--- src/rtl/kbd_event_decoder.sv ---
// rtl/kbd_event_decoder.sv - PS/2 scan-code parser with modifier tracking, repeat filter and event FIFO
//
// Ports:
//   clk, clrn           clock, asynchronous active-low reset
//   ps2_data_in/ready   byte offered by the PS/2 receiver
//   nextdata_n          one-cycle active-low pop strobe back to the receiver
//   ev_valid/ev_ready   event FIFO head handshake (first-word fall-through)
//   ev_code/ext/break/repeat/mods   head event fields (zero while the FIFO is empty)
//   mods                live {caps, alt, ctrl, shift}
//   overflow/ovf_clr    sticky dropped-event flag and its clear
module kbd_event_decoder #(
    parameter int DEPTH     = 8,
    parameter int HOLDOFF   = 2500000,
    parameter int REPEAT_EN = 0
) (
    input  logic       clk,
    input  logic       clrn,
    input  logic [7:0] ps2_data_in,
    input  logic       ps2_ready,
    output logic       nextdata_n,
    output logic       ev_valid,
    input  logic       ev_ready,
    output logic [7:0] ev_code,
    output logic       ev_ext,
    output logic       ev_break,
    output logic       ev_repeat,
    output logic [3:0] ev_mods,
    output logic [3:0] mods,
    output logic       overflow,
    input  logic       ovf_clr
);
    localparam int AW = $clog2(DEPTH);
    localparam int HW = (HOLDOFF < 1) ? 1 : $clog2(HOLDOFF + 1);
    localparam logic [AW:0]   FULL_CNT = (AW + 1)'(DEPTH);
    localparam logic [HW-1:0] HOLD_LD  = HW'(HOLDOFF);

    typedef enum logic [2:0] {ST_IDLE, ST_EXT, ST_BRK, ST_EXTBRK, ST_SKIP} state_t;

    state_t       state_q, state_d;
    logic [2:0]   skip_q, skip_d;
    logic         nd_q;
    logic [7:0]   byte_q;
    logic         byte_v_q;
    logic [8:0]   held_q;
    logic         held_v_q;
    // Individually held modifier keys: {ralt, lalt, rctrl, lctrl, rshift, lshift}
    logic [5:0]   modk_q, modk_d;
    logic         caps_q, caps_d;
    logic [HW-1:0] hold_q;
    logic [14:0]  mem [DEPTH];
    logic [AW-1:0] wr_q, rd_q;
    logic [AW:0]  cnt_q;
    logic         ovf_q;

    logic         key_make, key_brk, key_ext, skip_ev;
    logic [8:0]   key_id;
    logic         is_rep;
    logic [5:0]   mod_hit;
    logic [3:0]   mods_d;
    logic         push_req, push_ok, pop, full, drop;
    logic [14:0]  push_data;

    // Byte parser: decides what the byte latched last cycle means.
    always_comb begin
        state_d  = state_q;
        skip_d   = skip_q;
        key_make = 1'b0;
        key_brk  = 1'b0;
        key_ext  = 1'b0;
        skip_ev  = 1'b0;
        if (byte_v_q) begin
            case (state_q)
                ST_IDLE: begin
                    case (byte_q)
                        8'hE0: state_d = ST_EXT;
                        8'hF0: state_d = ST_BRK;
                        8'hE1: begin
                            state_d = ST_SKIP;
                            skip_d  = 3'd7;
                        end
                        8'h00, 8'hAA, 8'hEE, 8'hFA, 8'hFE, 8'hFF: begin
                        end
                        default: key_make = 1'b1;
                    endcase
                end
                ST_EXT: begin
                    if (byte_q == 8'hF0) begin
                        state_d = ST_EXTBRK;
                    end else begin
                        state_d = ST_IDLE;
                        // E0 12 is the fake shift emitted around extended keys
                        key_make = (byte_q != 8'h12);
                        key_ext  = 1'b1;
                    end
                end
                ST_BRK: begin
                    state_d = ST_IDLE;
                    key_brk = 1'b1;
                end
                ST_EXTBRK: begin
                    state_d = ST_IDLE;
                    key_brk = (byte_q != 8'h12);
                    key_ext = 1'b1;
                end
                ST_SKIP: begin
                    skip_d = skip_q - 3'd1;
                    if (skip_q <= 3'd1) begin
                        state_d = ST_IDLE;
                        skip_d  = 3'd0;
                        skip_ev = (skip_q == 3'd1);
                    end
                end
                default: state_d = ST_IDLE;
            endcase
        end
    end

    assign key_id = {key_ext, byte_q};
    assign is_rep = key_make && held_v_q && (held_q == key_id);

    assign mod_hit = {key_ext  && byte_q == 8'h11, !key_ext && byte_q == 8'h11,
                      key_ext  && byte_q == 8'h14, !key_ext && byte_q == 8'h14,
                      !key_ext && byte_q == 8'h59, !key_ext && byte_q == 8'h12};

    always_comb begin
        modk_d = modk_q;
        if (key_make)
            modk_d = modk_q | mod_hit;
        else if (key_brk)
            modk_d = modk_q & ~mod_hit;
    end

    assign caps_d = caps_q ^ (key_make && !is_rep && !key_ext && byte_q == 8'h58);
    // Events carry the modifier state including their own effect
    assign mods_d = {caps_d, |modk_d[5:4], |modk_d[3:2], |modk_d[1:0]};

    assign push_req = skip_ev || key_brk || (key_make && !is_rep) ||
                      (key_make && is_rep && (REPEAT_EN != 0) && hold_q == '0);
    assign push_data = {skip_ev ? 8'hE1 : byte_q, key_ext, key_brk, is_rep, mods_d};

    assign full    = (cnt_q == FULL_CNT);
    assign ev_valid = (cnt_q != '0);
    assign pop     = ev_valid && ev_ready;
    // A pop in the same cycle frees the slot the push lands in
    assign push_ok = push_req && (!full || pop);
    assign drop    = push_req && full && !pop;

    always_ff @(posedge clk) begin
        if (push_ok)
            mem[wr_q] <= push_data;
    end

    always_ff @(posedge clk or negedge clrn) begin
        if (!clrn) begin
            state_q  <= ST_IDLE;
            skip_q   <= 3'd0;
            nd_q     <= 1'b1;
            byte_q   <= 8'h00;
            byte_v_q <= 1'b0;
            held_q   <= 9'h000;
            held_v_q <= 1'b0;
            modk_q   <= 6'h00;
            caps_q   <= 1'b0;
            hold_q   <= '0;
            wr_q     <= '0;
            rd_q     <= '0;
            cnt_q    <= '0;
            ovf_q    <= 1'b0;
        end else begin
            if (ps2_ready && nd_q) begin
                byte_q   <= ps2_data_in;
                byte_v_q <= 1'b1;
                nd_q     <= 1'b0;
            end else begin
                byte_v_q <= 1'b0;
                nd_q     <= 1'b1;
            end

            state_q <= state_d;
            skip_q  <= skip_d;
            modk_q  <= modk_d;
            caps_q  <= caps_d;

            if (key_make && !is_rep) begin
                held_q   <= key_id;
                held_v_q <= 1'b1;
            end else if (key_brk && held_v_q && held_q == key_id) begin
                held_q   <= 9'h000;
                held_v_q <= 1'b0;
            end

            if (push_req && (key_make || skip_ev))
                hold_q <= HOLD_LD;
            else if (hold_q != '0)
                hold_q <= hold_q - 1'b1;

            if (push_ok)
                wr_q <= wr_q + 1'b1;
            if (pop)
                rd_q <= rd_q + 1'b1;
            if (push_ok && !pop)
                cnt_q <= cnt_q + 1'b1;
            else if (pop && !push_ok)
                cnt_q <= cnt_q - 1'b1;

            if (drop)
                ovf_q <= 1'b1;
            else if (ovf_clr)
                ovf_q <= 1'b0;
        end
    end

    assign nextdata_n = nd_q;
    assign {ev_code, ev_ext, ev_break, ev_repeat, ev_mods} = ev_valid ? mem[rd_q] : 15'h0000;
    assign mods     = {caps_q, |modk_q[5:4], |modk_q[3:2], |modk_q[1:0]};
    assign overflow = ovf_q;

endmodule

--- config.mk ---
export PLATFORM = sky130hd
export DESIGN_NAME = kbd_event_decoder
export DESIGN_NICKNAME = d
export VERILOG_FILES = /design/src/rtl/kbd_event_decoder.sv
export SDC_FILE = /design/constraint.sdc
export NUM_CORES = 1
export LEC_CHECK = 0
export ABC_AREA = 1
export CAP_MARGIN = 20
export CORE_MARGIN = 5
export CORE_UTILIZATION = 45
export DETAILED_ROUTE_END_ITERATION = 12
export GPL_ROUTABILITY_DRIVEN = 0
export HOLD_SLACK_MARGIN = 0.05
export MAX_ROUTING_LAYER = met4
export PLACE_DENSITY = 0.6
export SETUP_SLACK_MARGIN = 0.3
export SLEW_MARGIN = 20
export SYNTH_ARGS = -nofsm -noshare
export SYNTH_HDL_FRONTEND = slang
export SYNTH_SLANG_ARGS = --single-unit
--- constraint.sdc ---
create_clock -name clk -period 5.1 [get_ports clk]
set_input_delay 1.275 -clock clk [delete_from_list [all_inputs] [get_ports clk]]
set_output_delay 1.275 -clock clk [all_outputs]
set_load 0.02 [all_outputs]
==> PnR_summary.wiki, run 1 <==
{| class="wikitable"
! Metric !! Value
|-
| Clock tree skew after final layout || 0.0101 ns
|-
| DRC || 0
|-
| Post-synth ARST share || 26.8%
|-
| Total length of routed wires || 15.5 mm
|-
| Critical path, cell by cell || inv_1 > buf_4 > o21ai_0 > o22ai_1 > o21ai_0 > a31oi_1 > clkdlybuf4s50_1
|-
| Most used standard cell by instance count after synthesis || sky130_fd_sc_hd__nor2_1
|-
| Setup TNS after final layout || 0 ns
|-
| Placed Cells incl. Taps || 911
|-
| Final count of pins violating max slew || 0
|-
| Die outline height || around 140 um
|-
| Iter 0 DRT Violations || 292
|-
| Number of buffers added to fix hold violations after cts || 0
|-
| Category of the critical setup timing path || flop to output pin
|-
| Library cell appearing most often on the critical path || sky130_fd_sc_hd__o21ai_0
|-
| Slack of the worst reg-to-reg path || ~1.9 ns
|-
| Register clock-pin slew on the reported worst setup and hold paths || 0.06 ns
|-
| XOR/XNOR share of the synthesized area || 1.21%
|-
| Prevailing post-synth register cell || sky130_fd_sc_hd__edfxtp_1
|-
| Setup-violating endpoint count in the final report || 0
|-
| Hold Vio Cnt, Final || 0
|-
| Die outline area || roughly 0.019 mm2
|-
| DR vias || 4939
|-
| Largest net degree at the start of global routing || 63
|-
| Ratio of cells with drive above 1 in the final layout || around 11%
|-
| Worst Path Max Fanout || 52
|-
| Max cap viols || 0
|-
| Average footprint of a synthesized cell || about 11 um2
|-
| Outcome || finished, final reports clean
|-
| Simple-gate portion of the synthesized area || 16.1%
|-
| First-pass iteration count of the detailed router || 4
|-
| Area growth syn-to-layout || 16.5%
|-
| Sort of element at the end of the critical path || output pin
|-
| Required time worst endpoint || 3.83 ns
|-
| Most area-consuming cells after synthesis || sky130_fd_sc_hd__edfxtp_1 50%, sky130_fd_sc_hd__dfrtp_1 15%, sky130_fd_sc_hd__o21ai_0 6.9%
|-
| Detail Route Antenna Nets || 0
|-
| Share of Yosys cell area claimed by the top area cell type || 49.9%
|-
| Data arrival time of the worst path || 2.75 ns
|-
| Final critical-path share of the clock period || about four fifths
|-
| Post-CTS setup buffer count || 0
|-
| Largest family of logic cells by synthesized area || simple AND/OR/NAND/NOR gates
|-
| Leftover overflow at the end of global routing || 0
|-
| Crit path max-delay cell type || sky130_fd_sc_hd__clkdlybuf4s50_1
|-
| Cell family with most CP delay || buffers and inverters
|-
| Initial antenna violation count || 0
|-
| Root Buffer Master || sky130_fd_sc_hd__clkbuf_16
|-
| Top-level port count || 35
|-
| Number of global-route vias before repair || 4902
|-
| Gate count after technology mapping || 680
|-
| Relative max-transition margin || 32.7%
|-
| Core ar. || 0.0158 mm2
|-
| TritonCTS clock tree || built
|-
| Number of synthesized register bits || 164
|-
| Clock tree buffer depth || 2
|-
| Actual slew at the worst max-slew pin || roughly 1 ns
|-
| Average detailed-routed wire length per instance || 16.4 um
|-
| GRT Total Usage || about 18%
|-
| Critical Path Source Type || flop
|-
| Clock insertion delay at the later pin of the skew report || 0.42 ns
|-
| Post-detailed-placement half-perimeter wirelength || 9.83 mm
|-
| Cts bufs inserted || 17
|-
| Sink Count || roughly 160
|-
| Finished Layout Cells || 943
|-
| Buffers plus inverters on the worst setup path || 3
|-
| Layout Nets || 735
|-
| Sequential area share after synthesis || about two thirds
|-
| Most instantiated cells after synthesis || 127 x sky130_fd_sc_hd__nor2_1, 120 x sky130_fd_sc_hd__edfxtp_1, 99 x sky130_fd_sc_hd__o21ai_0
|-
| Fraction of the mapped netlist area in compound gates || between 10% and 20%
|-
| Adder-cell share of the synthesized area || under 10%
|-
| Lkg Pwr || a little over 3 nW
|-
| Row Count || 46
|-
| Netlist cell types || 39
|-
| Multi-input gate area in the final layout || 0.00221 mm2
|-
| Number of synthesized flops with an enable pin || 120
|-
| Maximum resistive drop on vdd || ~280 uV
|-
| Maximum level of the CTS H-tree || 4
|-
| Largest area contributor in the synthesized netlist || sky130_fd_sc_hd__edfxtp_1
|-
| Footprint of the flip-flops and latches || 0.00471 mm2
|-
| Width of the die || 137 um
|-
| Number of nets produced by synthesis || 701
|-
| Share of cell area taken by muxes after synthesis || 0%
|-
| Area of the mapped netlist || 0.00721 mm2
|-
| Vias per cell || 5.24
|-
| HP Class || flop to flop
|-
| Max stage delay on crit path || 0.66 ns
|-
| Fmax || 248 MHz
|-
| RSZ-0062 raised after global routing || false
|-
| Final Core Density || 53.1%
|-
| Global-route wire length before repair || 25.3 mm
|-
| Starting density of the core || 45.6%
|-
| Power density over the cells || 576 mW/mm2
|-
| Number of instances resized during post-cts repair || 0
|-
| Final worst path period need || 4.03 ns
|-
| Yosys warning total || 0
|-
| Count of antenna diodes in the layout || 0
|-
| Layout filler cell count || 1399
|-
| Port Buffers || 34
|}
## where the power goes
part	internal, mW	switching, mW	leakage (nW)
combinational	0.644	1.10	1.17
clock	0.804	0.525	0.295
sequential	1.66	0.108	1.65
## cells in the final DEF (no fill, tap or decap), types with 2 or more instances in the layout
cell,n
sky130_fd_sc_hd__inv_2,6
sky130_fd_sc_hd__a21oi_1,5
sky130_fd_sc_hd__nand3_1,17
sky130_fd_sc_hd__xnor2_1,6
sky130_fd_sc_hd__buf_4,9
sky130_fd_sc_hd__nor2_4,3
sky130_fd_sc_hd__nand3_2,2
sky130_fd_sc_hd__nand2_1,78
sky130_fd_sc_hd__dfrtp_1,43
sky130_fd_sc_hd__inv_1,43
sky130_fd_sc_hd__clkinvlp_4,4
sky130_fd_sc_hd__or2_2,4
sky130_fd_sc_hd__xor2_1,4
sky130_fd_sc_hd__nand3_4,2
sky130_fd_sc_hd__bufinv_16,3
sky130_fd_sc_hd__o21ai_1,10
sky130_fd_sc_hd__nor3_1,8
sky130_fd_sc_hd__or2_1,2
sky130_fd_sc_hd__o21ai_0,99
sky130_fd_sc_hd__clkbuf_16,17
sky130_fd_sc_hd__nand2_2,7
sky130_fd_sc_hd__inv_6,3
sky130_fd_sc_hd__o22ai_1,21
sky130_fd_sc_hd__clkinv_1,2
sky130_fd_sc_hd__nand2_4,3
sky130_fd_sc_hd__a31oi_1,15
sky130_fd_sc_hd__clkdlybuf4s50_1,33
sky130_fd_sc_hd__ha_1,7
sky130_fd_sc_hd__nand4_1,5
sky130_fd_sc_hd__edfxtp_1,120
sky130_fd_sc_hd__clkbuf_8,2
sky130_fd_sc_hd__nor2_1,123
sky130_fd_sc_hd__nor2_2,9
## state kept, by name, indices dropped and copies added, names as in the netlist
name	count
nextdata_n	1
state_q	3
cnt_q	4
byte_v_q	1
mem	120
wr_q	3
rd_q	3
held_q	9
held_v_q	1
byte_q	8
overflow	1
skip_q	3
caps_q	1
modk_q	6
## metrics by stage
stage	total power, mW	hold slack, ns	worst slack [ns]	instance area [um2]
6_report	4.84	0.470	1.07	8410
5_1_grt	5.15	0.488	0.778	8410
4_1_cts	4.89	0.473	1.04	8400
3_5_place_dp	3.56	0.458	1.41	7780
3_3_place_gp	3.51	0.457	1.46	7760
2_1_floorplan	2.93	0.463	2.04	7210
## cells by family after synthesis
logic type / count (synthesis)
and+or+nand+nor: 264
AOI/OAI and AO/OA: 155
adders and majority gates: 8
DFF: 164
xor gates and xnor gates: 10
buffers and inverters: 79
## area by class of cell
type,instances,share of cell area [%]
clock inverters,13,2.04
well taps,216,3.21
repair buffers,43,4.87
flip-flops and latches,164,56.0
clock buffers,19,5.39
multi-input cells,437,26.3
inverters,51,2.28
## worst paths after layout
check                                         to             startpoint  cells after the start
max in group asynchronous   cnt_q[3]$_DFFE_PN0P_                   clrn                      1
setup reg to reg            cnt_q[3]$_DFFE_PN0P_  byte_q[6]$_DFFE_PN0P_                     19
hold reg to reg             nextdata_n$_DFF_PN1_   nextdata_n$_DFF_PN1_                      1
hold / removal              nextdata_n$_DFF_PN1_   nextdata_n$_DFF_PN1_                      1
min in group asynchronous  skip_q[0]$_DFFE_PN0P_                   clrn                      1
setup / recovery                       ev_repeat    rd_q[0]$_DFFE_PN0P_                      7
## layer usage
metal	GRT usage [%]	up-vias	wire (um)	share of wire [%]
met3	4.49	18	604	3.9
met1	23.2	2403	7070	46
met4	5.66	0	199	1.3
li1	-	2417	-	-
met5	-	-	0	0
met2	29.4	101	7630	49
Note: power is estimated with default switching activity, not from simulation.
==> run 2: changes to the inputs <==
Settings changed: PLACE_DENSITY 0.6 to 0.63.
Clock period 5.1 ns to 3.7 ns, I/O delays scaled along.
==> run 2 against run 1 <==
Net effect: die area stayed put; first-iteration DRC count is 47% higher; critical path depth is the same; combinational power is 39% higher; sequential share of layout area about the same; via count is 3.4% higher; core utilization hardly changed; sequential power up 38%; non-clock buffer count increased by 10; setup slack worse by 0.70 ns; clock power up 16%; register-to-register slack got worse by 1.4 ns; critical path type unchanged; critical endpoint is now ev_mods[0].
==> PnR_summary.wiki, run 2 (synthesized netlist as in run 1, its figures left out) <==
{| class="wikitable"
! Metric !! Value
|-
| Lkg Pwr || 3.19 nW (was 3.11 nW)
|-
| Setup-violating endpoint count in the final report || 0 (unchanged)
|-
| Critical register-to-register path startpoint || byte_q[4]$_DFFE_PN0P_ (was byte_q[6]$_DFFE_PN0P_)
|-
| Detail Route Antenna Nets || 0 (unchanged)
|-
| Placed Instance Area || 0.00783 mm2 (was 0.00778 mm2)
|-
| Final Core Density || 53.1% (about the same)
|-
| DRC || 0 (unchanged)
|-
| Top-level port count || 35 (unchanged)
|-
| Data arrival time of the worst path || 2.40 ns (was 2.75 ns)
|-
| Crit path max-delay cell type || sky130_fd_sc_hd__clkdlybuf4s50_1 (unchanged)
|-
| Critical path, cell by cell || or3_1 > nor2_4 > clkinvlp_4 > buf_12 > o21ai_0 > a31oi_1 > clkdlybuf4s50_1 (was inv_1 > buf_4 > o21ai_0 > o22ai_1 > o21ai_0 > a31oi_1 > clkdlybuf4s50_1)
|-
| Area growth syn-to-layout || 16.5% (about the same)
|-
| Most common library cell in the layout ignoring fill and taps || sky130_fd_sc_hd__nor2_1 (unchanged)
|-
| GRT Total Usage || 18.8% (was 18.3%)
|-
| Clock tree buffer depth || 2 (unchanged)
|-
| Count of antenna diodes in the layout || 0 (unchanged)
|-
| Die outline area || 0.0187 mm2 (unchanged)
|-
| Iter 0 DRT Violations || 429 (was 292)
|-
| Port Buffers || 34 (unchanged)
|-
| Vias per cell || 5.36 (was 5.24)
|-
| Total length of routed wires || 16.0 mm (was 15.5 mm)
|-
| WL met1 || 6.82 mm (was 7.07 mm)
|-
| Global-route wire length before repair || 26.3 mm (was 25.3 mm)
|-
| Minimum setup slack in the final design || 0.371 ns (was 1.07 ns)
|-
| Sink Count || 164 (unchanged)
|-
| Worst Path Max Fanout || 16 (was 52)
|-
| Critical Path Source Type || flop (unchanged)
|-
| TritonCTS clock tree || built (unchanged)
|-
| Power density over the cells || 762 mW/mm2 (was 576 mW/mm2)
|-
| Largest net degree at the start of global routing || 45 (was 63)
|-
| Sort of element at the end of the critical path || output pin (unchanged)
|-
| Core ar. || 0.0158 mm2 (unchanged)
|-
| Source of the critical timing path || cnt_q[1]$_DFFE_PN0P_ (was rd_q[0]$_DFFE_PN0P_)
|-
| Hold Path Origin || nextdata_n$_DFF_PN1_ (unchanged)
|-
| DR vias || 5105 (was 4939)
|-
| Placed Cells incl. Taps || 920 (was 911)
|-
| Fmax || 300 MHz
|-
| Pre-CTS setup slack || 0.333 ns (was 1.41 ns)
|-
| Number of flip-flops under the largest register name || 120 (unchanged)
|-
| Top routing layer in use || met4 (unchanged)
|-
| Top register by number of flip-flops || mem (unchanged)
|-
| Maximum level of the CTS H-tree || 4 (unchanged)
|-
| Number of buffers added to fix hold violations after cts || 0 (unchanged)
|-
| Clock tree skew after final layout || 0.00715 ns (was 0.0101 ns)
|-
| Row Count || 46 (unchanged)
|-
| Worst hold slack after final layout || 0.473 ns (was 0.470 ns)
|-
| Total power draw || 6.41 mW (was 4.84 mW)
|-
| Starting density of the core || 45.6% (unchanged)
|-
| Max cap viols || 0 (unchanged)
|-
| Ratio of cells with drive above 1 in the final layout || 11.7% (was 10.9%)
|-
| Die outline height || 137 um (unchanged)
|-
| Initial antenna violation count || 0 (unchanged)
|-
| Top library cells by usage in the layout, fill and taps aside || 125 x sky130_fd_sc_hd__nor2_1, 120 x sky130_fd_sc_hd__edfxtp_1, 99 x sky130_fd_sc_hd__o21ai_0 (was 123 x sky130_fd_sc_hd__nor2_1, 120 x sky130_fd_sc_hd__edfxtp_1, 99 x sky130_fd_sc_hd__o21ai_0)
|-
| Layout Nets || 745 (was 735)
|-
| Final worst path period need || roughly 3.3 ns
|-
| Slack of the worst reg-to-reg path || 0.55 ns (was 1.92 ns)
|-
| Number of global-route vias before repair || 5124 (was 4902)
|-
| Cts bufs inserted || 17 (unchanged)
|-
| Maximum resistive drop on vdd || 330 uV (was 277 uV)
|-
| Required time worst endpoint || 2.77 ns (was 3.83 ns)
|-
| Finished Layout Cells || 953 (was 943)
|-
| Setup TNS after final layout || 0 ns (unchanged)
|-
| First-pass iteration count of the detailed router || 7 (was 4)
|-
| Final critical-path share of the clock period || 90.0%
|-
| Post-detailed-placement half-perimeter wirelength || 10.2 mm (was 9.83 mm)
|-
| Met2 layer wire length in the routed design || 8.19 mm (was 7.63 mm)
|-
| Hold Vio Cnt, Final || 0 (unchanged)
|-
| Outcome || finished, final reports clean (unchanged)
|-
| Width of the die || 137 um (unchanged)
|-
| Clock insertion delay at the later pin of the skew report || 0.42 ns (about the same)
|-
| Final count of pins violating max slew || 0 (unchanged)
|-
| HP Class || flop to flop (unchanged)
|-
| RSZ-0062 raised after global routing || true (was false)
|-
| Relative max-transition margin || 53.8% (was 32.7%)
|-
| Registers with the most flip-flops || mem: 120 flops, held_q: 9 flops, byte_q: 8 flops (unchanged)
|-
| Register clock-pin slew on the reported worst setup and hold paths || 0.06 ns (about the same)
|-
| Leftover overflow at the end of global routing || 0 (unchanged)
|-
| Max stage delay on crit path || 0.54 ns (was 0.66 ns)
|-
| Summed area of non-filler cells in the final layout || 0.00841 mm2 (about the same)
|-
| Average detailed-routed wire length per instance || 16.8 um (was 16.4 um)
|-
| Root Buffer Master || sky130_fd_sc_hd__clkbuf_16 (unchanged)
|-
| Met3 WL post-DR || 824 um (was 604 um)
|-
| Category of the critical setup timing path || flop to output pin (unchanged)
|-
| Actual slew at the worst max-slew pin || 0.688 ns (was 1.01 ns)
|}
## run 2: cell types whose count changed in the layout (fill, tap and decap cells not counted), moves of 3 or more
cell,delta
sky130_fd_sc_hd__dlygate4sd2_1,+7
sky130_fd_sc_hd__clkdlybuf4s50_1,-14
sky130_fd_sc_hd__bufinv_16,-3
sky130_fd_sc_hd__buf_4,+8
sky130_fd_sc_hd__clkinv_1,+3
sky130_fd_sc_hd__dlymetal6s2s_1,+7
sky130_fd_sc_hd__clkinv_2,+3
## run 2: final cells by class
cell class,instances,area (um2)
fillers,1355,7420
flip-flops and latches,164,4710
multi-input cells,437,2210
repair buffers,53,509
clock buffers,18,429
well taps,216,270
inverters,51,195
clock inverters,14,88.8
## run 2: timing repair
item	in CTS	in global routing
pin swaps	0	0
resized for setup	9	13
buffers inserted	1	0
setup endpoints to repair	15	9
## run 2: where the power goes
group | total, mW | internal [mW] | switching (mW)
sequential | 2.45 | 2.29 | 0.162
combinational | 2.42 | 0.874 | 1.54
clock | 1.54 | 0.849 | 0.686
## run 2: metal layers
metal  vias up  GRT usage, %
li1       2438             -
met1      2509          22.9
met2       142          32.0
met3        16          3.53
met4         0          5.82
met5         -             -
## run 2: final timing paths
path | endpoint | cells past startpoint
max | ev_mods[0] | 7
min | nextdata_n$_DFF_PN1_ | 1
max reg2reg | cnt_q[3]$_DFFE_PN0P_ | 21
min reg2reg | nextdata_n$_DFF_PN1_ | 1
max in group asynchronous | byte_q[3]$_DFFE_PN0P_ | 1
min in group asynchronous | skip_q[0]$_DFFE_PN0P_ | 1
## run 2: worst max-delay path, delay by kind of cell (launching register included)
family | cells | cell delay [ns]
buf+inv | 3 | 0.81
simple gates | 2 | 0.60
flops | 1 | 0.42
compound gates | 2 | 0.15
